--- config.mk ---
export PLATFORM = sky130hd
export DESIGN_NAME = m_lsu
export DESIGN_NICKNAME = d
export VERILOG_FILES = /design/src/rtl/m_lsu_pkg.sv /design/src/rtl/m_lsu_align.sv /design/src/rtl/m_lsu.sv
export SDC_FILE = /design/constraint.sdc
export NUM_CORES = 1
export LEC_CHECK = 0
export BUFFER_PORTS_ARGS = -buffer_cell sky130_fd_sc_hd__clkbuf_2
export CAP_MARGIN = 20
export CORE_MARGIN = 1.5
export CORE_UTILIZATION = 45
export DETAILED_ROUTE_END_ITERATION = 8
export PLACE_DENSITY_LB_ADDON = 0.3
export REMOVE_ABC_BUFFERS = 1
export SLEW_MARGIN = 10
export SYNTH_ARGS = -nofsm -noshare
export SYNTH_HDL_FRONTEND = slang
export SYNTH_SLANG_ARGS = --single-unit
--- constraint.sdc ---
create_clock -name clk -period 1.96 [get_ports clk]
set_input_delay 0.588 -clock clk [delete_from_list [all_inputs] [get_ports clk]]
set_output_delay 0.588 -clock clk [all_outputs]
set_load 0.05 [all_outputs]
--- src/rtl/m_lsu_pkg.sv ---
// Shared constants, state codes and bus payload type for the m_lsu load/store unit.
package m_lsu_pkg;

    localparam int unsigned XLEN     = 32;
    localparam int unsigned BEW      = XLEN / 8;
    localparam int unsigned TYPEW    = 3;
    localparam int unsigned WAITW    = 8;
    localparam int unsigned WAIT_MAX = 255;

    localparam logic [TYPEW-1:0] DM_W  = 3'd0;
    localparam logic [TYPEW-1:0] DM_H  = 3'd1;
    localparam logic [TYPEW-1:0] DM_HU = 3'd2;
    localparam logic [TYPEW-1:0] DM_B  = 3'd3;
    localparam logic [TYPEW-1:0] DM_BU = 3'd4;

    typedef enum logic [1:0] {
        ST_IDLE = 2'd0,
        ST_BUS  = 2'd1,
        ST_RESP = 2'd2
    } lsu_state_e;

    typedef struct packed {
        logic            we;
        logic [BEW-1:0]  be;
        logic [XLEN-1:0] addr;
        logic [XLEN-1:0] wdata;
    } bus_cmd_t;

    function automatic logic f_type_valid(input logic [TYPEW-1:0] t);
        return (t <= DM_BU);
    endfunction

    // Word accesses need addr[1:0]==0, halfword accesses need addr[0]==0.
    function automatic logic f_misaligned(input logic [TYPEW-1:0] t, input logic [1:0] a);
        logic m;
        m = 1'b0;
        if (t == DM_W) begin
            m = (a != 2'b00);
        end else if ((t == DM_H) || (t == DM_HU)) begin
            m = a[0];
        end
        return m;
    endfunction

endpackage

--- src/rtl/m_lsu_align.sv ---
// Byte-lane logic: byte enables and store replication on request, load extraction/extension on response.
module m_lsu_align
    import m_lsu_pkg::*;
(
    input  logic [TYPEW-1:0] i_req_type,
    input  logic [1:0]       i_req_addr_lo,
    input  logic [XLEN-1:0]  i_req_wdata,
    output logic [BEW-1:0]   o_be_c,
    output logic [XLEN-1:0]  o_wdata_c,
    input  logic [TYPEW-1:0] i_rsp_type,
    input  logic [1:0]       i_rsp_addr_lo,
    input  logic [XLEN-1:0]  i_rsp_rdata,
    output logic [XLEN-1:0]  o_rdata_c
);

    logic [15:0] w_half;
    logic [7:0]  w_byte;

    // Store lanes; unsigned store types behave as their signed counterparts.
    always_comb begin
        o_be_c    = '0;
        o_wdata_c = i_req_wdata;
        case (i_req_type)
            DM_W: begin
                o_be_c = 4'b1111;
            end
            DM_H, DM_HU: begin
                o_be_c    = i_req_addr_lo[1] ? 4'b1100 : 4'b0011;
                o_wdata_c = {2{i_req_wdata[15:0]}};
            end
            DM_B, DM_BU: begin
                o_be_c    = 4'b0001 << i_req_addr_lo;
                o_wdata_c = {4{i_req_wdata[7:0]}};
            end
            default: begin
                o_be_c    = '0;
                o_wdata_c = '0;
            end
        endcase
    end

    assign w_half = i_rsp_addr_lo[1] ? i_rsp_rdata[31:16] : i_rsp_rdata[15:0];

    always_comb begin
        w_byte = i_rsp_rdata[7:0];
        case (i_rsp_addr_lo)
            2'd0:    w_byte = i_rsp_rdata[7:0];
            2'd1:    w_byte = i_rsp_rdata[15:8];
            2'd2:    w_byte = i_rsp_rdata[23:16];
            default: w_byte = i_rsp_rdata[31:24];
        endcase
    end

    always_comb begin
        o_rdata_c = '0;
        case (i_rsp_type)
            DM_W:    o_rdata_c = i_rsp_rdata;
            DM_H:    o_rdata_c = {{16{w_half[15]}}, w_half};
            DM_HU:   o_rdata_c = {16'h0000, w_half};
            DM_B:    o_rdata_c = {{24{w_byte[7]}}, w_byte};
            DM_BU:   o_rdata_c = {24'h000000, w_byte};
            default: o_rdata_c = '0;
        endcase
    end

endmodule

--- src/rtl/m_lsu.sv ---
// Single-outstanding load/store unit with wait-limited memory bus handshake.
// Define MISALIGN_EXC_EN to raise exc_adel/exc_ades on misaligned w/h accesses instead of truncating.
module m_lsu
    import m_lsu_pkg::*;
(
    input  logic             clk,
    input  logic             reset,
    input  logic             req_valid,
    input  logic             req_we,
    input  logic [TYPEW-1:0] req_type,
    input  logic [XLEN-1:0]  req_addr,
    input  logic [XLEN-1:0]  req_wdata,
    output logic             req_ready,
    output logic             resp_valid,
    output logic [XLEN-1:0]  resp_rdata,
    output logic             bus_req,
    output logic             bus_we,
    output logic [BEW-1:0]   bus_be,
    output logic [XLEN-1:0]  bus_addr,
    output logic [XLEN-1:0]  bus_wdata,
    input  logic             bus_ack,
    input  logic [XLEN-1:0]  bus_rdata,
    output logic             exc_adel,
    output logic             exc_ades,
    output logic             exc_bus
);

    lsu_state_e       r_state;
    lsu_state_e       w_state_nxt;
    bus_cmd_t         r_cmd;
    bus_cmd_t         w_cmd_nxt;
    logic             r_bus_req,    w_bus_req_nxt;
    logic [TYPEW-1:0] r_type,       w_type_nxt;
    logic [1:0]       r_addr_lo,    w_addr_lo_nxt;
    logic [WAITW-1:0] r_wait,       w_wait_nxt;
    logic             r_req_ready;
    logic             r_resp_valid, w_resp_valid_nxt;
    logic [XLEN-1:0]  r_resp_rdata, w_resp_rdata_nxt;
    logic             r_exc_adel,   w_exc_adel_nxt;
    logic             r_exc_ades,   w_exc_ades_nxt;
    logic             r_exc_bus,    w_exc_bus_nxt;

    logic             w_accept;
    logic             w_misalign;
    logic             w_skip;
    logic             w_ack;
    logic             w_timeout;
    logic [BEW-1:0]   w_be_c;
    logic [XLEN-1:0]  w_wdata_c;
    logic [XLEN-1:0]  w_rdata_c;

    m_lsu_align u_align (
        .i_req_type    (req_type),
        .i_req_addr_lo (req_addr[1:0]),
        .i_req_wdata   (req_wdata),
        .o_be_c        (w_be_c),
        .o_wdata_c     (w_wdata_c),
        .i_rsp_type    (r_type),
        .i_rsp_addr_lo (r_addr_lo),
        .i_rsp_rdata   (bus_rdata),
        .o_rdata_c     (w_rdata_c)
    );

`ifdef MISALIGN_EXC_EN
    assign w_misalign = f_misaligned(req_type, req_addr[1:0]);
`else
    assign w_misalign = 1'b0;
`endif

    assign w_accept  = req_valid && r_req_ready;
    assign w_skip    = !f_type_valid(req_type) || w_misalign;
    assign w_ack     = (r_state == ST_BUS) && bus_ack;
    // Timeout fires on the edge closing the WAIT_MAX-th BUS cycle; an ack on that edge still wins.
    assign w_timeout = (r_state == ST_BUS) && !bus_ack && (r_wait == WAITW'(WAIT_MAX - 1));

    always_ff @(posedge clk or negedge reset) begin
        if (!reset) begin
            r_state <= ST_IDLE;
        end else begin
            r_state <= w_state_nxt;
        end
    end

    always_comb begin
        w_state_nxt = r_state;
        case (r_state)
            ST_IDLE: begin
                if (w_accept) begin
                    w_state_nxt = w_skip ? ST_RESP : ST_BUS;
                end
            end
            ST_BUS: begin
                if (w_ack || w_timeout) begin
                    w_state_nxt = ST_RESP;
                end
            end
            ST_RESP: w_state_nxt = ST_IDLE;
            default: w_state_nxt = ST_IDLE;
        endcase
    end

    always_comb begin
        w_cmd_nxt        = r_cmd;
        w_bus_req_nxt    = 1'b0;
        w_type_nxt       = r_type;
        w_addr_lo_nxt    = r_addr_lo;
        w_wait_nxt       = r_wait;
        w_resp_valid_nxt = 1'b0;
        w_resp_rdata_nxt = r_resp_rdata;
        w_exc_adel_nxt   = 1'b0;
        w_exc_ades_nxt   = 1'b0;
        w_exc_bus_nxt    = 1'b0;
        case (r_state)
            ST_IDLE: begin
                if (w_accept && !w_skip) begin
                    w_cmd_nxt.we    = req_we;
                    w_cmd_nxt.be    = w_be_c;
                    w_cmd_nxt.addr  = {req_addr[XLEN-1:2], 2'b00};
                    w_cmd_nxt.wdata = w_wdata_c;
                    w_bus_req_nxt   = 1'b1;
                    w_type_nxt      = req_type;
                    w_addr_lo_nxt   = req_addr[1:0];
                    w_wait_nxt      = '0;
                end else if (w_accept) begin
                    w_resp_valid_nxt = 1'b1;
                    w_resp_rdata_nxt = '0;
                    w_exc_adel_nxt   = w_misalign && !req_we;
                    w_exc_ades_nxt   = w_misalign && req_we;
                end
            end
            ST_BUS: begin
                if (w_ack) begin
                    w_resp_valid_nxt = 1'b1;
                    w_resp_rdata_nxt = r_cmd.we ? '0 : w_rdata_c;
                end else if (w_timeout) begin
                    w_resp_valid_nxt = 1'b1;
                    w_resp_rdata_nxt = '0;
                    w_exc_bus_nxt    = 1'b1;
                end else begin
                    w_bus_req_nxt = 1'b1;
                    w_wait_nxt    = r_wait + WAITW'(1);
                end
            end
            default: begin
            end
        endcase
    end

    // Registered outputs and datapath state.
    always_ff @(posedge clk or negedge reset) begin
        if (!reset) begin
            r_cmd        <= '0;
            r_bus_req    <= 1'b0;
            r_type       <= '0;
            r_addr_lo    <= '0;
            r_wait       <= '0;
            r_req_ready  <= 1'b1;
            r_resp_valid <= 1'b0;
            r_resp_rdata <= '0;
            r_exc_adel   <= 1'b0;
            r_exc_ades   <= 1'b0;
            r_exc_bus    <= 1'b0;
        end else begin
            r_cmd        <= w_cmd_nxt;
            r_bus_req    <= w_bus_req_nxt;
            r_type       <= w_type_nxt;
            r_addr_lo    <= w_addr_lo_nxt;
            r_wait       <= w_wait_nxt;
            r_req_ready  <= (w_state_nxt == ST_IDLE);
            r_resp_valid <= w_resp_valid_nxt;
            r_resp_rdata <= w_resp_rdata_nxt;
            r_exc_adel   <= w_exc_adel_nxt;
            r_exc_ades   <= w_exc_ades_nxt;
            r_exc_bus    <= w_exc_bus_nxt;
        end
    end

    assign req_ready  = r_req_ready;
    assign resp_valid = r_resp_valid;
    assign resp_rdata = r_resp_rdata;
    assign bus_req    = r_bus_req;
    assign bus_we     = r_cmd.we;
    assign bus_be     = r_cmd.be;
    assign bus_addr   = r_cmd.addr;
    assign bus_wdata  = r_cmd.wdata;
    assign exc_adel   = r_exc_adel;
    assign exc_ades   = r_exc_ades;
    assign exc_bus    = r_exc_bus;

endmodule

==> metrics.txt <==
status=complete, no violations; Critical Path RT=2250 ps; register area share after synthesis=52.1%; Core Region=0.0122 mm^2; Hold Fails Final Rpt=0; CTS max path bufs=2; Design Power=15.1 mW; leading post-synthesis cells by cell area=dfrtp_1 (52%), nand2_1 (11%), o22ai_1 (3.5%), mux4_2 (2.8%), mux2_2 (2.6%); Rel. slew slack=47.1%; Vias/cell=5.45; crit path DAT=2200 ps; H-tree depth=4; max-slew violation count=0; CTS clock-pin slew for the worst setup and hold paths=50 ps; Antenna Cells=0; post-route antenna net violation count=0; Setup Viol. Count Final=0; Vias=5400; HP Class=in -> async; initial antenna violation count=0; Pwr Density=1940 mW/mm^2; clock sinks=118; postcts setup bufs=0; Synth Area in XOR/XNOR=0.154%; Mapped Area=0.00567 mm^2; Filler cells=980; GR Util met2=40.2%; Ys Warns=0; Skew-Pair Late Insertion Delay=410 ps; Tightest Pin Transition=793 ps; DPL Wire Length=12.2 mm; pin count of the biggest net entering global routing=42; root buf cell=clkbuf_16; Post-Layout Cell Count=991; Overflow after GRT=0; number of cells on the worst reg-to-reg path=5; Post-synth EDFFs=0; DR iter-0 viols=361; CTS tree=yes; post-cts hold buffer count=0; CP max FO=17; Remaining DRCs=0; kind of critical path=reg -> reg; Post-synth ARST share=100%; share of cells above drive strength 1=38.8%; FF+latch count, synth=118; placed insts=959; crit-path cells=or2b_1 -> or3_4 -> and2_4 -> buf_12 -> a221o_1; I/O Buffers=206; final core utilization=64.3%; gp weighted congestion=0.842; Tcrit/Tclk final=97.6%; multiplexer share of the synthesized area=6.24%; Syn Inst Count=583; num ports=211; R2R setup slack=50 ps; Primary FF master, synth=dfrtp_1; CP endpoint kind=flip-flop; vias in the first global route=5147; Post-Route WL=16.5 mm; Die H=115 um; Synth cell types=54; area grow syn2layout=37.8%; Synth Area in Adders=2.03%; wire length per cell=16.6 um; Worst Setup Start Kind=flip-flop; Max Freq=0.523 GHz; Worst path slowest cell=dfrtp_1; Die W=115 um; syn avg cell area=9.73 um^2; DR pass1 iterations=5; Post-Synth Simple-Gate Area=17.2%; gr usage total=24.9%; hold_ws=115 ps; skew final=9.21 ps; Worst R2R End=resp_rdata[4]$_DFFE_PN0P_; first-pass GRT wire length=25.5 mm; Rows=40; max-cap violations=0; GRT busiest layer=met2; Initial Util=46.7%; Worst R2R Start=r_state[0]$_DFF_PN0_; Synth Area in Compound Gates=17.4%; Lkg Pwr=3.98 nW; cell taking the most area after synthesis=dfrtp_1; min Tclk post-route=1910 ps; largest family of logic cells by synthesized area=compound AO/OA/AOI/OAI gates; commonest non-fill, non-tap cells in the layout=clkbuf_2 (205), nand2_1 (158), dfrtp_1 (116), buf_4 (38), o22ai_1 (32); Synth top area share=51.6%; setup tns final=0 ps; Die ar.=0.0133 mm^2; GR Layer Usage met1=31.6%; nets@finish=917; worst vdd ir=0.982 mV; commonest non-fill, non-tap cell in the layout=clkbuf_2; CTS buffer count=17; routing usage on met3=7.22%; Worst path max stage delay=460 ps
## worst max-delay path by stage
stage          cells after the start                         to                  start  slack [ps]
2_1_floorplan                      4      bus_be[3]$_DFFE_PN0P_    req_ready$_DFF_PN1_       -2970
3_5_place_dp                       5   bus_wdata[8]$_DFFE_PN0P_            req_type[1]         -80
3_3_place_gp                       4  resp_rdata[2]$_DFFE_PN0P_                bus_ack         0.4
4_1_cts                            7  resp_rdata[4]$_DFFE_PN0P_  r_wait[0]$_DFFE_PN0P_          20
5_1_grt                            5  resp_rdata[8]$_DFFE_PN0P_    req_ready$_DFF_PN1_          -2
6_report                           5  resp_rdata[4]$_DFFE_PN0P_   r_state[0]$_DFF_PN0_          50
## registers in the layout (all words and copies together), names as in the netlist
signal,flops
bus_wdata,32
resp_rdata,32
bus_addr,30
r_wait,8
bus_be,4
r_type,3
r_addr_lo,2
r_state,2
bus_req,1
bus_we,1
exc_bus,1
req_ready,1
resp_valid,1
## critical path: cells and delay by family, from the launching register on
family | cells | cell delay [ps]
AND/OR/NAND/NOR | 3 | 820
flip-flops | 1 | 460
AO/OA/AOI/OAI | 1 | 350
buffers and inverters | 1 | 150
## cells in the mapped netlist, drive strengths merged (4+ instances only)
master,n
nand2,159
dfrtp,117
o22ai,32
buf,25
nor2,23
a21oi,21
clkbuf,20
a31oi,17
a22oi,16
o2bb2ai,16
inv,15
a221o,14
mux2,13
nand3,13
o21ai,13
maj3,9
mux4,7
nor2b,6
mux2i,5
nand4,5
a32oi,4
## cells by family (layout without fill, tap and decap cells)
group,after synthesis,count (layout)
XOR/XNOR,1,1
adder cells (fa/ha/maj),11,11
AO/OA/AOI/OAI,142,142
buffers and inverters,60,297
other,1,4
AND/OR/NAND/NOR,225,225
flip-flops,118,118
multiplexers,25,25
## timing repair
action                                  in CTS  in global routing
endpoints found under the setup margin       2                 20
pin swaps                                    0                  1
gates cloned                                 0                  1
resized for setup                            2                  6
## where the power goes
group / internal (mW) / leakage [nW] / switching [mW]
sequential: 3.47 / 1.50 / 0.746
clock: 2.24 / 0.312 / 1.06
combinational: 2.13 / 2.17 / 5.48
total: 7.85 / 3.98 / 7.29
## layout make-up
class	instances	area [um^2]	area share, %
clock buffers	22	484	6.19
flip-flops and latches	118	2960	37.8
clock inverters	9	148	1.89
multi-input cells	408	2490	31.9
well taps	168	210	2.69
repair buffers	251	1470	18.8
inverters	15	56.3	0.720
## metal layers
metal | vias up | part of all wire [%]
met4 | 0 | 2.1
met3 | 27 | 8.5
met2 | 268 | 50
met5 | - | 0
met1 | 2581 | 39
li1 | 2524 | -
## stage by stage
step / worst slack, ps / area, um^2
final: 47.3 / 7820
after global routing: -1.75 / 7820
after CTS: 19.1 / 7770
after detailed placement: -78.4 / 7130
after global placement: 0.385 / 7130
after floorplan: -2970 / 5460
Note: power is estimated with default switching activity, not from simulation.
